$ cat src/rtl/fnd_pkg.sv
// Shared types and constants for the FND stopwatch source path.
// No timing of its own: enums, common-line codes and a BCD increment helper.
package fnd_pkg;

  typedef enum logic [1:0] {
    ST_IDLE  = 2'd0,
    ST_RUN   = 2'd1,
    ST_PAUSE = 2'd2
  } state_t;

  localparam logic [3:0] FND_COM_D0 = 4'b1110;
  localparam logic [3:0] FND_COM_D1 = 4'b1101;
  localparam logic [3:0] BCD_MAX    = 4'd9;

  // Packed {tens, ones}; 99 rolls over to 00.
  function automatic logic [7:0] bcd_inc(input logic [7:0] v);
    logic [3:0] ones;
    logic [3:0] tens;
    ones = v[3:0];
    tens = v[7:4];
    if (ones < BCD_MAX) begin
      ones = ones + 4'd1;
    end else begin
      ones = 4'd0;
      tens = (tens < BCD_MAX) ? tens + 4'd1 : 4'd0;
    end
    return {tens, ones};
  endfunction

endpackage

$ cat src/rtl/fnd_count_scan_ctrl_if.sv
// Button/level inputs and display-side outputs of the stopwatch source block.
// Slave is the controller; master is whoever drives the buttons and reads the display.
interface fnd_count_scan_ctrl_if;
  logic       i_btnRunStop;
  logic       i_btnClear;
  logic       i_dispOff;
  logic [3:0] o_digit_a;
  logic [3:0] o_digit_b;
  logic       o_mode;
  logic       o_onOff;
  logic [3:0] o_fndCom;
  logic [1:0] o_state;

  modport master (
    output i_btnRunStop, i_btnClear, i_dispOff,
    input  o_digit_a, o_digit_b, o_mode, o_onOff, o_fndCom, o_state
  );

  modport slave (
    input  i_btnRunStop, i_btnClear, i_dispOff,
    output o_digit_a, o_digit_b, o_mode, o_onOff, o_fndCom, o_state
  );
endinterface

$ cat src/rtl/clk_div_tick.sv
// Modulo-DIV prescaler emitting a one-cycle tick in its terminal-count cycle.
// Clear beats enable; while disabled the count holds and no tick is produced.
module clk_div_tick #(
  parameter int DIV = 2
) (
  input  logic i_clk,
  input  logic i_reset,
  input  logic i_en,
  input  logic i_clr,
  output logic o_tick
);

  localparam int W = (DIV > 1) ? $clog2(DIV) : 1;
  localparam logic [W-1:0] LAST = W'(DIV - 1);

  logic [W-1:0] cnt;

  assign o_tick = i_en & ~i_clr & (cnt == LAST);

  always_ff @(posedge i_clk or posedge i_reset) begin
    if (i_reset) begin
      cnt <= '0;
    end else if (i_clr) begin
      cnt <= '0;
    end else if (i_en) begin
      cnt <= (cnt == LAST) ? '0 : cnt + W'(1);
    end
  end

endmodule

$ cat src/rtl/fnd_count_scan_ctrl.sv
// Two-digit BCD stopwatch with idle/run/pause control, digit scan and pause blink.
// All outputs come from registers; i_dispOff reaches o_onOff one cycle later.
module fnd_count_scan_ctrl
  import fnd_pkg::*;
#(
  parameter int SCAN_DIV  = 100_000,
  parameter int COUNT_DIV = 10_000_000,
  parameter int BLINK_DIV = 25_000_000
) (
  input  logic                  i_clk,
  input  logic                  i_reset,
  fnd_count_scan_ctrl_if.slave  bus
);

  state_t     state;
  state_t     state_nxt;
  logic       scan_tick;
  logic       count_tick;
  logic       blink_tick;
  logic [7:0] digits;
  logic       mode;
  logic       blink_phase;
  logic       dispoff_q;

  always_comb begin
    state_nxt = state;
    case (state)
      ST_IDLE:  if (bus.i_btnRunStop) state_nxt = ST_RUN;
      ST_RUN:   if (bus.i_btnRunStop) state_nxt = ST_PAUSE;
      ST_PAUSE: if (bus.i_btnRunStop) state_nxt = ST_RUN;
      default:  state_nxt = ST_IDLE;
    endcase
    if (bus.i_btnClear) state_nxt = ST_IDLE;
  end

  always_ff @(posedge i_clk or posedge i_reset) begin
    if (i_reset) state <= ST_IDLE;
    else         state <= state_nxt;
  end

  clk_div_tick #(.DIV(SCAN_DIV)) u_scan_div (
    .i_clk  (i_clk),
    .i_reset(i_reset),
    .i_en   (1'b1),
    .i_clr  (1'b0),
    .o_tick (scan_tick)
  );

  // Pause leaves the count prescaler untouched so resume finishes the partial period.
  clk_div_tick #(.DIV(COUNT_DIV)) u_count_div (
    .i_clk  (i_clk),
    .i_reset(i_reset),
    .i_en   (state == ST_RUN),
    .i_clr  (bus.i_btnClear | (state == ST_IDLE)),
    .o_tick (count_tick)
  );

  clk_div_tick #(.DIV(BLINK_DIV)) u_blink_div (
    .i_clk  (i_clk),
    .i_reset(i_reset),
    .i_en   (state == ST_PAUSE),
    .i_clr  (bus.i_btnClear | (state != ST_PAUSE)),
    .o_tick (blink_tick)
  );

  always_ff @(posedge i_clk or posedge i_reset) begin
    if (i_reset) begin
      digits      <= 8'h00;
      mode        <= 1'b0;
      blink_phase <= 1'b0;
      dispoff_q   <= 1'b0;
    end else begin
      mode      <= mode ^ scan_tick;
      dispoff_q <= bus.i_dispOff;
      if (bus.i_btnClear)  digits <= 8'h00;
      else if (count_tick) digits <= bcd_inc(digits);
      // Phase starts visible on every entry into pause.
      if ((state == ST_PAUSE) && (state_nxt == ST_PAUSE)) blink_phase <= blink_phase ^ blink_tick;
      else                                                 blink_phase <= 1'b0;
    end
  end

  assign bus.o_digit_a = digits[3:0];
  assign bus.o_digit_b = digits[7:4];
  assign bus.o_mode    = mode;
  assign bus.o_fndCom  = mode ? FND_COM_D1 : FND_COM_D0;
  assign bus.o_onOff   = dispoff_q | ((state == ST_PAUSE) & blink_phase);
  assign bus.o_state   = state;

endmodule

$ cat src/flat_wrapper.sv
// flat-port wrapper written by rule: the top's interface ports become plain ports
module fnd_count_scan_ctrl_flat import fnd_pkg::*;
#(
  parameter int SCAN_DIV  = 100_000,
  parameter int COUNT_DIV = 10_000_000,
  parameter int BLINK_DIV = 25_000_000
)
  (i_clk, i_reset, bus_i_btnRunStop, bus_i_btnClear, bus_i_dispOff, bus_o_digit_a, bus_o_digit_b, bus_o_mode, bus_o_onOff, bus_o_fndCom, bus_o_state);
  fnd_count_scan_ctrl_if bus_i ();
  input  logic i_clk;
  input  logic i_reset;
  input wire logic [$bits(bus_i.i_btnRunStop)-1:0] bus_i_btnRunStop;
  input wire logic [$bits(bus_i.i_btnClear)-1:0] bus_i_btnClear;
  input wire logic [$bits(bus_i.i_dispOff)-1:0] bus_i_dispOff;
  output wire logic [$bits(bus_i.o_digit_a)-1:0] bus_o_digit_a;
  output wire logic [$bits(bus_i.o_digit_b)-1:0] bus_o_digit_b;
  output wire logic [$bits(bus_i.o_mode)-1:0] bus_o_mode;
  output wire logic [$bits(bus_i.o_onOff)-1:0] bus_o_onOff;
  output wire logic [$bits(bus_i.o_fndCom)-1:0] bus_o_fndCom;
  output wire logic [$bits(bus_i.o_state)-1:0] bus_o_state;
  assign bus_i.i_btnRunStop = bus_i_btnRunStop;
  assign bus_i.i_btnClear = bus_i_btnClear;
  assign bus_i.i_dispOff = bus_i_dispOff;
  assign bus_o_digit_a = bus_i.o_digit_a;
  assign bus_o_digit_b = bus_i.o_digit_b;
  assign bus_o_mode = bus_i.o_mode;
  assign bus_o_onOff = bus_i.o_onOff;
  assign bus_o_fndCom = bus_i.o_fndCom;
  assign bus_o_state = bus_i.o_state;
  fnd_count_scan_ctrl #(.SCAN_DIV(SCAN_DIV), .COUNT_DIV(COUNT_DIV), .BLINK_DIV(BLINK_DIV)) u_core (.i_clk(i_clk), .i_reset(i_reset), .bus(bus_i));
endmodule
$ cat config.mk
export PLATFORM = sky130hd
export DESIGN_NAME = fnd_count_scan_ctrl_flat
export DESIGN_NICKNAME = d
export VERILOG_FILES = /design/src/rtl/fnd_pkg.sv /design/src/rtl/fnd_count_scan_ctrl_if.sv /design/src/rtl/clk_div_tick.sv /design/src/rtl/fnd_count_scan_ctrl.sv /design/src/flat_wrapper.sv
export SDC_FILE = /design/constraint.sdc
export NUM_CORES = 1
export LEC_CHECK = 0
export CAP_MARGIN = 30
export CORE_AREA = 2 2 129 100
export CTS_BUF_LIST = sky130_fd_sc_hd__clkbuf_2
export CTS_CLUSTER_DIAMETER = 30
export CTS_CLUSTER_SIZE = 40
export DETAILED_ROUTE_END_ITERATION = 10
export DIE_AREA = 0 0 131 102
export PLACE_DENSITY_LB_ADDON = 0.05
export SYNTH_ARGS = -nofsm -noshare
export SYNTH_HDL_FRONTEND = slang
export SYNTH_HIERARCHICAL = 1
export SYNTH_SLANG_ARGS = --single-unit
$ cat constraint.sdc
create_clock -name i_clk -period 4.8 [get_ports i_clk]
set_input_delay 0.48 -clock i_clk [delete_from_list [all_inputs] [get_ports i_clk]]
set_output_delay 0.48 -clock i_clk [all_outputs]
set_load 0.03 [all_outputs]
==> results of run 1 <==
-- synth_stat cells (3+ instances only) --
| cell type | count | share of area |
|---|---|---|
| xnor2_1 | 3 | 0.0055 |
| nand2b_1 | 9 | 0.012 |
| and2_1 | 10 | 0.013 |
| buf_4 | 4 | 0.0063 |
| buf_6 | 3 | 0.0071 |
| nor2b_1 | 4 | 0.0053 |
| dfrtp_1 | 79 | 0.42 |
| and4_1 | 9 | 0.017 |
| mux2i_1 | 5 | 0.011 |
| or3_1 | 9 | 0.012 |
| nand3_1 | 34 | 0.036 |
| a31oi_1 | 24 | 0.032 |
| xor2_1 | 12 | 0.022 |
| buf_2 | 6 | 0.0063 |
| nor4b_1 | 4 | 0.0074 |
| clkbuf_1 | 10 | 0.0079 |
| ha_1 | 7 | 0.018 |
| a22o_1 | 5 | 0.0092 |
| nand2_1 | 48 | 0.038 |
| and3_1 | 14 | 0.018 |
| o211ai_1 | 4 | 0.0063 |
| nor4_4 | 4 | 0.018 |
| a41oi_1 | 7 | 0.013 |
| nor4_1 | 6 | 0.0079 |
| nor2_1 | 33 | 0.026 |
| a21oi_1 | 35 | 0.037 |
| inv_1 | 26 | 0.021 |
| o21ai_0 | 23 | 0.024 |
| nand3b_1 | 7 | 0.011 |
| nor3_1 | 5 | 0.0053 |
| nand4_1 | 25 | 0.033 |
| a22oi_1 | 4 | 0.0063 |
| or4_1 | 4 | 0.0063 |
| a32oi_1 | 3 | 0.0055 |
-- routing by layer --
metal,share of wire,GRT usage
met1,0.55,0.293
met2,0.39,0.240
met3,0.045,0.0440
met4,0.0094,0.0417
met5,0,0
-- worst min path at each step --
stage / end / cells after the start / slack, ns / startpoint
3_3_place_gp: u_core/u_blink_div/cnt[21]$_DFFE_PP0P_ / 1 / 0.48 / u_core/u_blink_div/cnt[21]$_DFFE_PP0P_
2_1_floorplan: u_core/blink_phase$_DFF_PP0_ / 1 / 0.36 / i_reset
3_5_place_dp: u_core/u_blink_div/cnt[21]$_DFFE_PP0P_ / 1 / 0.48 / u_core/u_blink_div/cnt[21]$_DFFE_PP0P_
4_1_cts: u_core/u_blink_div/cnt[19]$_DFFE_PP0P_ / 2 / 0.26 / i_reset
6_report: u_core/u_blink_div/cnt[19]$_DFFE_PP0P_ / 2 / 0.29 / i_reset
5_1_grt: u_core/u_blink_div/cnt[19]$_DFFE_PP0P_ / 2 / 0.26 / i_reset
-- flip-flops by register name, summed over array words and instances, names as in the netlist --
name / flops
u_core/digits: 8
u_core/u_scan_div/cnt: 17
u_core/blink_phase: 1
u_core/bus.o_state: 2
u_core/dispoff_q: 1
u_core/u_count_div/cnt: 24
u_core/u_blink_div/cnt: 25
u_core/bus.o_mode: 1
-- power groups by stage --
stage                     logic, mW  clock network (mW)  registers [mW]
after CTS                     0.105               0.482           0.686
after global placement       0.0991                   0           0.697
after global routing          0.119               0.508           0.688
after detailed placement      0.105                   0           0.697
after floorplan              0.0612                   0           0.702
final                         0.105               0.458           0.686
-- kinds of logic (layout without fill, tap and decap cells) --
logic type | count (synthesis) | after routing | synth area share
other | 2 | 13 | 0.00158
adder cells (fa/ha/maj) | 7 | 7 | 0.0184
AND/OR/NAND/NOR | 242 | 242 | 0.305
AO/OA/AOI/OAI | 124 | 124 | 0.169
multiplexers | 6 | 6 | 0.0129
buffers and inverters | 50 | 65 | 0.0490
XOR/XNOR | 15 | 15 | 0.0277
flip-flops | 79 | 79 | 0.416
-- per-stage QoR --
stage | hold slack [ns] | setup slack [ns] | cell area, sq um
global route | 0.256 | 1.41 | 5280
finish | 0.291 | 1.70 | 5280
global placement | 0.485 | 1.66 | 5070
detailed placement | 0.485 | 1.62 | 5130
CTS | 0.264 | 1.73 | 5280
floorplan | 0.357 | 1.94 | 4790
-- area by class of cell --
| class | instances | share of cell area |
|---|---|---|
| multi-input combinational | 407 | 0.489 |
| sequential | 79 | 0.374 |
| timing repair buffer | 24 | 0.0502 |
| tap | 166 | 0.0393 |
| inverter | 26 | 0.0185 |
| clock inverter | 4 | 0.0180 |
| clock buffer | 11 | 0.0104 |
-- critical path, stage by stage, from the launching register on --
cell and delay [ns]:
dfrtp_1 0.47, or4b_1 0.53, nor4_1 0.36, nand2_2 0.21, nor3_1 0.71, a31oi_4 0.19, or4_1 0.50, o21ai_1 0.08
==> results.py, run 1 <==
metrics = {
    "cells_and_area": {
        "multi_input_area_sq_um": 2580,
        "fillCellCount": 1191,
        "final_common_cell": "dfrtp_1",
        "area_delta_synth_final_pct": 11.2,
        "final_cell_mix": "79 x dfrtp_1, 48 x nand2_1, 35 x a21oi_1, 34 x nand3_1, 33 x nor2_1",
        "fin_nets": 559,
        "antenna_cells": 0,
        "fin_util": 0.438,
        "ff_latch_area_sq_um": 1980,
        "fin_cells": 717,
        "drive_gt1_frac": 0.0744,
    },
    "clocking": {
        "cts_setup_buffers": 0,
        "clock_sinks": 79,
        "cts_buffer_depth": 2,
        "cts_buffers": 9,
        "clkLatencyLatePin_ns": 0.53,
        "hold_buffers": 0,
        "root_buffer": "clkbuf_2",
        "clkTransAtPathRegs_ns": 0.21,
        "tritoncts": "yes",
        "cts_max_level": 3,
        "cts_resized": 0,
    },
    "placement": {
        "dp.cells": 702,
        "post-dp-hpwl_microns": 7810,
        "port_buffers": 18,
        "gp_congestion": 0.829,
    },
    "global_routing": {
        "grt_pass1_vias": 3634,
        "antenna_found_initial": 0,
        "grt_max_degree": 34,
        "grt_first_pass_wirelength_microns": 19100,
        "grt_use_total": 0.182,
        "overflow": 0,
    },
    "timing": {
        "setup_tns_ns": 0,
        "fin_worst_skew_ns": 0.0178,
        "hold_viol": 0,
        "fin_crit_ns": 3.10,
        "setup_violations": 0,
        "clock.fmax_mhz": 322,
        "grt_setup_unrepaired": "false",
        "drv_slew": 0,
        "finalCritPeriodShare": 0.647,
        "max_slew.worst_pin.slew_ns": 1.05,
        "slew_headroom": 0.297,
    },
    "worst_setup_path": {
        "critPathKind": "reg2reg",
        "cp.arrival_ns": 3.58,
        "reg2reg_to": "u_core/digits[4]$_DFFE_PP0P_",
        "critPathLaunch": "u_core/u_count_div/cnt[8]$_DFFE_PP0P_",
        "start_kind": "flip-flop",
        "crit_end": "u_core/digits[4]$_DFFE_PP0P_",
        "r2r_cells": 7,
        "critPathRequiredTime_ns": 5.28,
        "path_max_fanout": 7,
        "rr_startpoint": "u_core/u_count_div/cnt[8]$_DFFE_PP0P_",
        "crit_path_end_kind": "flip-flop",
        "reg2reg_slack_ns": 1.70,
    },
    "floorplanning": {
        "initial_core_util": 0.394,
        "dieArea_sq_um": 13400,
        "pin_count": 21,
        "core_sq_um": 12000,
        "rows": 35,
        "chipWidth_microns": 131,
        "die_height_microns": 102,
    },
    "power_and_ir_drop": {
        "p_leak_nw": 2.14,
        "swShare": 0.251,
        "ir_drop_mv": 0.126,
        "p_int_mw": 0.935,
        "seqPwrFrac": 0.549,
        "switching_power_mw": 0.313,
        "p_per_area_nw_per_um2": 236,
        "totalPowerFinal_mw": 1.25,
        "combPwrFrac": 0.084,
        "pwr-share-clk": 0.367,
    },
    "drt": {
        "final_antenna_net_count": 0,
        "wl_microns": 11200,
        "via_count": 4010,
        "post_drt_wl_per_cell_microns": 15.6,
        "viasPerCell": 5.59,
        "drc": 0,
        "drtPass1Iterations": 5,
        "drt-initial-drc-count": 281,
    },
    "synth": {
        "synth_seq_cells": 79,
        "yosysWarningCount": 6,
        "ys.flop_type": "dfrtp_1",
        "ys_types": 64,
        "async_flop_share": 1.00,
        "synth_edf_count": 0,
        "postSynthAreaPerCell_sq_um": 9.04,
        "syn_inst": 525,
        "synth-seq-area-share": 0.416,
        "synth_area_sq_um": 4750,
    },
    "job": {
        "max_cap_violations": 0,
    },
    "status": {
        "status": "complete, no violations",
    },
    "min_path": {
        "hold_path.class": "in2async",
    },
}
Note: power is estimated with default switching activity, not from simulation.
==> inputs of run 2 (changes only) <==
Clock period 4.8 ns to 3.2 ns, I/O delays scaled along.
==> run 2 against run 1 <==
- critical path depth is 1 higher
- sequential power rose by 50%
- wire length is 2.4% higher
- power increased by 45%
- clock skew is 0.0063 ns higher
- via count barely moved
- non-clock buffer count rose by 6
- sequential cell count stayed put
- global-route usage up 0.43 points
- register-to-register slack worse by 1.1 ns
- hold slack worse by 0.14 ns
- critical endpoint unchanged
==> results.py, run 2 (same netlist as run 1, synthesis figures left out) <==
metrics = {
    "worst_setup_path": {
        "cp.arrival_ns": 3.12,
        "critPathRequiredTime_ns": 3.69,
        "start_kind": "flip-flop",
        "path_max_fanout": 7,
        "r2r_cells": 8,
        "critPathKind": "reg2reg",
        "crit_path_end_kind": "flip-flop",
    },
    "drt": {
        "met3RoutedLength_microns": 487,
        "wl_microns": 11500,
        "drc": 0,
        "via_count": 4011,
        "drt-initial-drc-count": 285,
        "wl_met1_microns": 6160,
        "top_layer": "met4",
        "post_drt_wl_per_cell_microns": 15.9,
        "viasPerCell": 5.54,
        "final_antenna_net_count": 0,
        "drtPass1Iterations": 4,
        "wl_met2_microns": 4750,
    },
    "power_and_ir_drop": {
        "totalPowerFinal_mw": 1.81,
        "ir_drop_mv": 0.151,
        "p_leak_nw": 2.15,
        "p_per_area_nw_per_um2": 341,
    },
    "cells_and_area": {
        "largest_reg_flops": 25,
        "area_delta_synth_final_pct": 11.8,
        "fin_nets": 565,
        "fin_area_sq_um": 5310,
        "reg_top3": "u_core/u_blink_div/cnt (25), u_core/u_count_div/cnt (24), u_core/u_scan_div/cnt (17)",
        "drive_gt1_frac": 0.0824,
        "regMostFlops": "u_core/u_blink_div/cnt",
        "ff_latch_area_sq_um": 1980,
        "final_cell_mix": "79 x dfrtp_1, 48 x nand2_1, 35 x a21oi_1, 34 x nand3_1, 33 x nor2_1",
        "final_common_cell": "dfrtp_1",
        "antenna_cells": 0,
        "multi_input_area_sq_um": 2580,
        "fillCellCount": 1183,
    },
    "min_path": {
        "hold_path.class": "in2async",
    },
    "clocking": {
        "cts_buffers": 9,
        "clock_sinks": 79,
        "root_buffer": "clkbuf_2",
        "hold_buffers": 0,
        "cts_resized": 0,
        "tritoncts": "yes",
        "cts_setup_buffers": 0,
        "clkLatencyLatePin_ns": 0.54,
        "cts_max_level": 3,
        "cts_buffer_depth": 2,
        "clkTransAtPathRegs_ns": 0.23,
    },
    "placement": {
        "place_ws_ns": 0.614,
        "place_area_sq_um": 5170,
        "post-dp-hpwl_microns": 7940,
        "gp_congestion": 0.885,
        "port_buffers": 18,
    },
    "job": {
        "max_cap_violations": 0,
    },
    "timing": {
        "finalCritPeriodShare": 0.821,
        "slew_headroom": 0.528,
        "grt_setup_unrepaired": "false",
        "hold_ws_ns": 0.152,
        "setup_violations": 0,
        "setup_slack_ns": 0.572,
        "hold_viol": 0,
        "setup_tns_ns": 0,
        "max_slew.worst_pin.slew_ns": 0.707,
        "fin_crit_ns": 2.63,
        "fin_worst_skew_ns": 0.0240,
        "drv_slew": 0,
        "clock.fmax_mhz": 381,
    },
    "floorplanning": {
        "core_sq_um": 12000,
        "rows": 35,
        "initial_core_util": 0.394,
        "pin_count": 21,
        "dieArea_sq_um": 13400,
        "die_height_microns": 102,
        "chipWidth_microns": 131,
    },
    "global_routing": {
        "antenna_found_initial": 0,
        "grt_use_total": 0.186,
        "overflow": 0,
        "grt_max_degree": 23,
        "grt_pass1_vias": 3821,
        "grt_first_pass_wirelength_microns": 19500,
    },
    "status": {
        "status": "complete, no violations",
    },
}
==> run 2: cell count changes in the layout (fill, tap and decap cells not counted) <==
cell        delta
bufinv_16      -1
clkinv_1       +2
clkbuf_2       -2
clkinvlp_4     +2
buf_4          +6
==> run 2: final cells by class <==
cell class                 instances  area share
clock buffer                       9     0.00849
clock inverter                     7      0.0165
inverter                          26      0.0184
multi-input combinational        407       0.487
sequential                        79       0.372
tap                              166      0.0391
timing repair buffer              30      0.0585
==> run 2: metrics by stage <==
| stage | utilization | std cells |
|---|---|---|
| detailed placement | 0.430 | 708 |
| global placement | 0.425 | 706 |
| global route | 0.441 | 724 |
| finish | 0.441 | 724 |
| CTS | 0.441 | 724 |
| floorplan | - | 536 |
==> run 2: power breakdown <==
group | leakage (nW) | internal [mW] | switching (mW)
Combinational | 0.979 | 0.0532 | 0.106
Sequential | 1.10 | 1.01 | 0.0168
Clock | 0.0730 | 0.251 | 0.369
Total | 2.15 | 1.32 | 0.492
==> run 2: critical path: stages, from the launching register on <==
cell and delay, ns:
dfrtp_1 0.50, or4b_1 0.51, nor4_1 0.35, nand2_2 0.19, nor3_1 0.17, buf_4 0.19, a31oi_4 0.10, or4_1 0.47
o21ai_1 0.09
==> run 2: path summary, 6_finish.rpt <==
kind / startpoint / end / slack (ns)
worst max-delay path: u_core/u_count_div/cnt[18]$_DFFE_PP0P_ / u_core/digits[4]$_DFFE_PP0P_ / 0.57
worst min-delay path: i_reset / u_core/u_blink_div/cnt[19]$_DFFE_PP0P_ / 0.15
worst max register to register: u_core/u_count_div/cnt[18]$_DFFE_PP0P_ / u_core/digits[4]$_DFFE_PP0P_ / 0.57
worst min register to register: u_core/u_blink_div/cnt[19]$_DFFE_PP0P_ / u_core/u_blink_div/cnt[19]$_DFFE_PP0P_ / 0.53
max in group asynchronous: i_reset / u_core/u_scan_div/cnt[12]$_DFFE_PP0P_ / 2.42
min in group i_clk: bus_i_dispOff / u_core/dispoff_q$_DFF_PP0_ / 0.18
==> run 2: per-layer routing <==
metal  vias to the layer above  global-route usage
li1                       2001                   -
met1                      1935               0.281
met2                        66               0.262
met3                         9              0.0529
met4                         0              0.0450
met5                         -                   0
==> inputs of run 3 (changes only) <==
Clock period 3.2 ns to 2.7 ns, I/O delays scaled along.
==> run 3 against run 2 <==
- non-clock buffer count up 6
- combinational power up 16%
- via count up 1.4%
- sequential power up 18%
- utilization down 0.44 points
- power up 6.4%
- largest power group unchanged
==> results.py, run 3 (same netlist as run 1, synthesis figures left out) <==
metrics = {
    "worst_setup_path": {
        "crit_family": "simple AND/OR/NAND/NOR gates",
        "crit_path_end_kind": "flip-flop",
        "cp.arrival_ns": 2.97,
        "path_max_fanout": 5,
        "max_stage_delay_ns": 0.52,
        "start_kind": "flip-flop",
        "path_cells": "or4b_1 -> nor4_1 -> nand2_2 -> nor3_2 -> a31oi_4 -> or4_1 -> o21ai_1",
        "crit_slowest_cell": "or4b_1",
        "critPathKind": "reg2reg",
        "path_buf_inv": 0,
        "critPathRequiredTime_ns": 3.18,
    },
    "cells_and_area": {
        "final_common_cell": "dfrtp_1",
        "largest_reg_flops": 25,
        "antenna_cells": 0,
        "multi_input_area_sq_um": 2590,
        "drive_gt1_frac": 0.0907,
        "fillCellCount": 1193,
        "final_cell_mix": "79 x dfrtp_1, 48 x nand2_1, 35 x a21oi_1, 34 x nand3_1, 33 x nor2_1",
        "ff_latch_area_sq_um": 1980,
        "fin_nets": 571,
        "area_delta_synth_final_pct": 10.7,
        "fin_area_sq_um": 5260,
        "reg_top3": "u_core/u_blink_div/cnt (25), u_core/u_count_div/cnt (24), u_core/u_scan_div/cnt (17)",
        "regMostFlops": "u_core/u_blink_div/cnt",
        "fin_util": 0.436,
    },
    "clocking": {
        "cts_resized": 0,
        "tritoncts": "yes",
        "clock_sinks": 79,
        "clkLatencyLatePin_ns": 0.54,
        "clkTransAtPathRegs_ns": 0.22,
        "hold_buffers": 0,
        "cts_buffers": 9,
        "cts_buffer_depth": 2,
        "cts_max_level": 3,
        "cts_setup_buffers": 0,
        "root_buffer": "clkbuf_2",
    },
    "global_routing": {
        "grt_use_total": 0.185,
        "grt_first_pass_wirelength_microns": 19600,
        "grt_max_degree": 28,
        "antenna_found_initial": 0,
        "overflow": 0,
        "grt_pass1_vias": 3816,
    },
    "job": {
        "max_cap_violations": 0,
    },
    "drt": {
        "drt-initial-drc-count": 281,
        "viasPerCell": 5.59,
        "drc": 0,
        "via_count": 4067,
        "post_drt_wl_per_cell_microns": 15.8,
        "wl_microns": 11500,
        "final_antenna_net_count": 0,
        "drtPass1Iterations": 5,
    },
    "timing": {
        "fin_worst_skew_ns": 0.0344,
        "slew_headroom": 0.534,
        "setup_tns_ns": 0,
        "drv_slew": 0,
        "setup_violations": 0,
        "fin_crit_ns": 2.49,
        "setup_slack_ns": 0.210,
        "grt_setup_unrepaired": "false",
        "clock.fmax_mhz": 402,
        "hold_viol": 0,
        "finalCritPeriodShare": 0.922,
        "max_slew.worst_pin.slew_ns": 0.698,
    },
    "power_and_ir_drop": {
        "p_per_area_nw_per_um2": 366,
        "p_leak_nw": 2.15,
        "ir_drop_mv": 0.175,
        "totalPowerFinal_mw": 1.92,
    },
    "min_path": {
        "hold_path.class": "in2async",
    },
    "floorplanning": {
        "chipWidth_microns": 131,
        "initial_core_util": 0.394,
        "core_sq_um": 12000,
        "dieArea_sq_um": 13400,
        "die_height_microns": 102,
        "rows": 35,
        "pin_count": 21,
    },
    "placement": {
        "gp_congestion": 0.848,
        "place_ws_ns": 0.237,
        "post-dp-hpwl_microns": 7880,
        "port_buffers": 18,
        "place_area_sq_um": 5180,
    },
    "status": {
        "status": "complete, no violations",
    },
}
[run 3: cell count changes in the layout (fill, tap and decap cells not counted), sizes merged]
cell / before / now
buf: 12 / 18
bufinv: 2 / 0
clkbuf: 9 / 11
clkdlybuf4s50: 18 / 17
clkinvlp: 2 / 0
dlymetal6s2s: 0 / 1
[run 3: path summary, 6_finish.rpt]
path	depth (start not counted)	to	slack [ns]	startpoint
worst max-delay path	7	u_core/digits[4]$_DFFE_PP0P_	0.21	u_core/u_count_div/cnt[8]$_DFFE_PP0P_
worst min-delay path	3	u_core/u_blink_div/cnt[22]$_DFFE_PP0P_	0.18	i_reset
worst max register to register	7	u_core/digits[4]$_DFFE_PP0P_	0.21	u_core/u_count_div/cnt[8]$_DFFE_PP0P_
worst min register to register	1	u_core/u_blink_div/cnt[21]$_DFFE_PP0P_	0.50	u_core/u_blink_div/cnt[21]$_DFFE_PP0P_
max in group asynchronous	2	u_core/u_scan_div/cnt[16]$_DFFE_PP0P_	2.00	i_reset
min in group i_clk	1	u_core/dispoff_q$_DFF_PP0_	0.21	bus_i_dispOff
[run 3: layer usage]
metal / track usage / routed length [microns] / up-vias
li1: - / - / 2015
met1: 0.290 / 6260 / 1959
met2: 0.259 / 4710 / 82
met3: 0.0377 / 407 / 11
met4: 0.0401 / 106 / 0
met5: 0 / 0 / -
[run 3: final cells by class]
cell class | count | area share
Clock inverter | 3 | 0.00238
Clock buffer | 11 | 0.0105
Multi-Input combinational cell | 407 | 0.492
Timing Repair Buffer | 36 | 0.0605
Inverter | 26 | 0.0186
Sequential cell | 79 | 0.376
Tap cell | 166 | 0.0395
[run 3: power breakdown]
part	switching, mW	internal [mW]
registers	0.0203	1.20
clock network	0.407	0.112
logic	0.125	0.0600
[run 3: stage by stage]
step	hold slack, ns	std cells
floorplan	0.147	536
global placement	0.479	714
detailed placement	0.487	714
CTS	0.144	728
global route	0.161	728
finish	0.176	728
[run 3: worst register-to-register path, stage by stage, from the launching register on]
cell and delay (ns):
dfrtp_1 0.48, or4b_1 0.52, nor4_1 0.34, nand2_2 0.14, nor3_2 0.27, a31oi_4 0.14, or4_1 0.48, o21ai_1 0.09
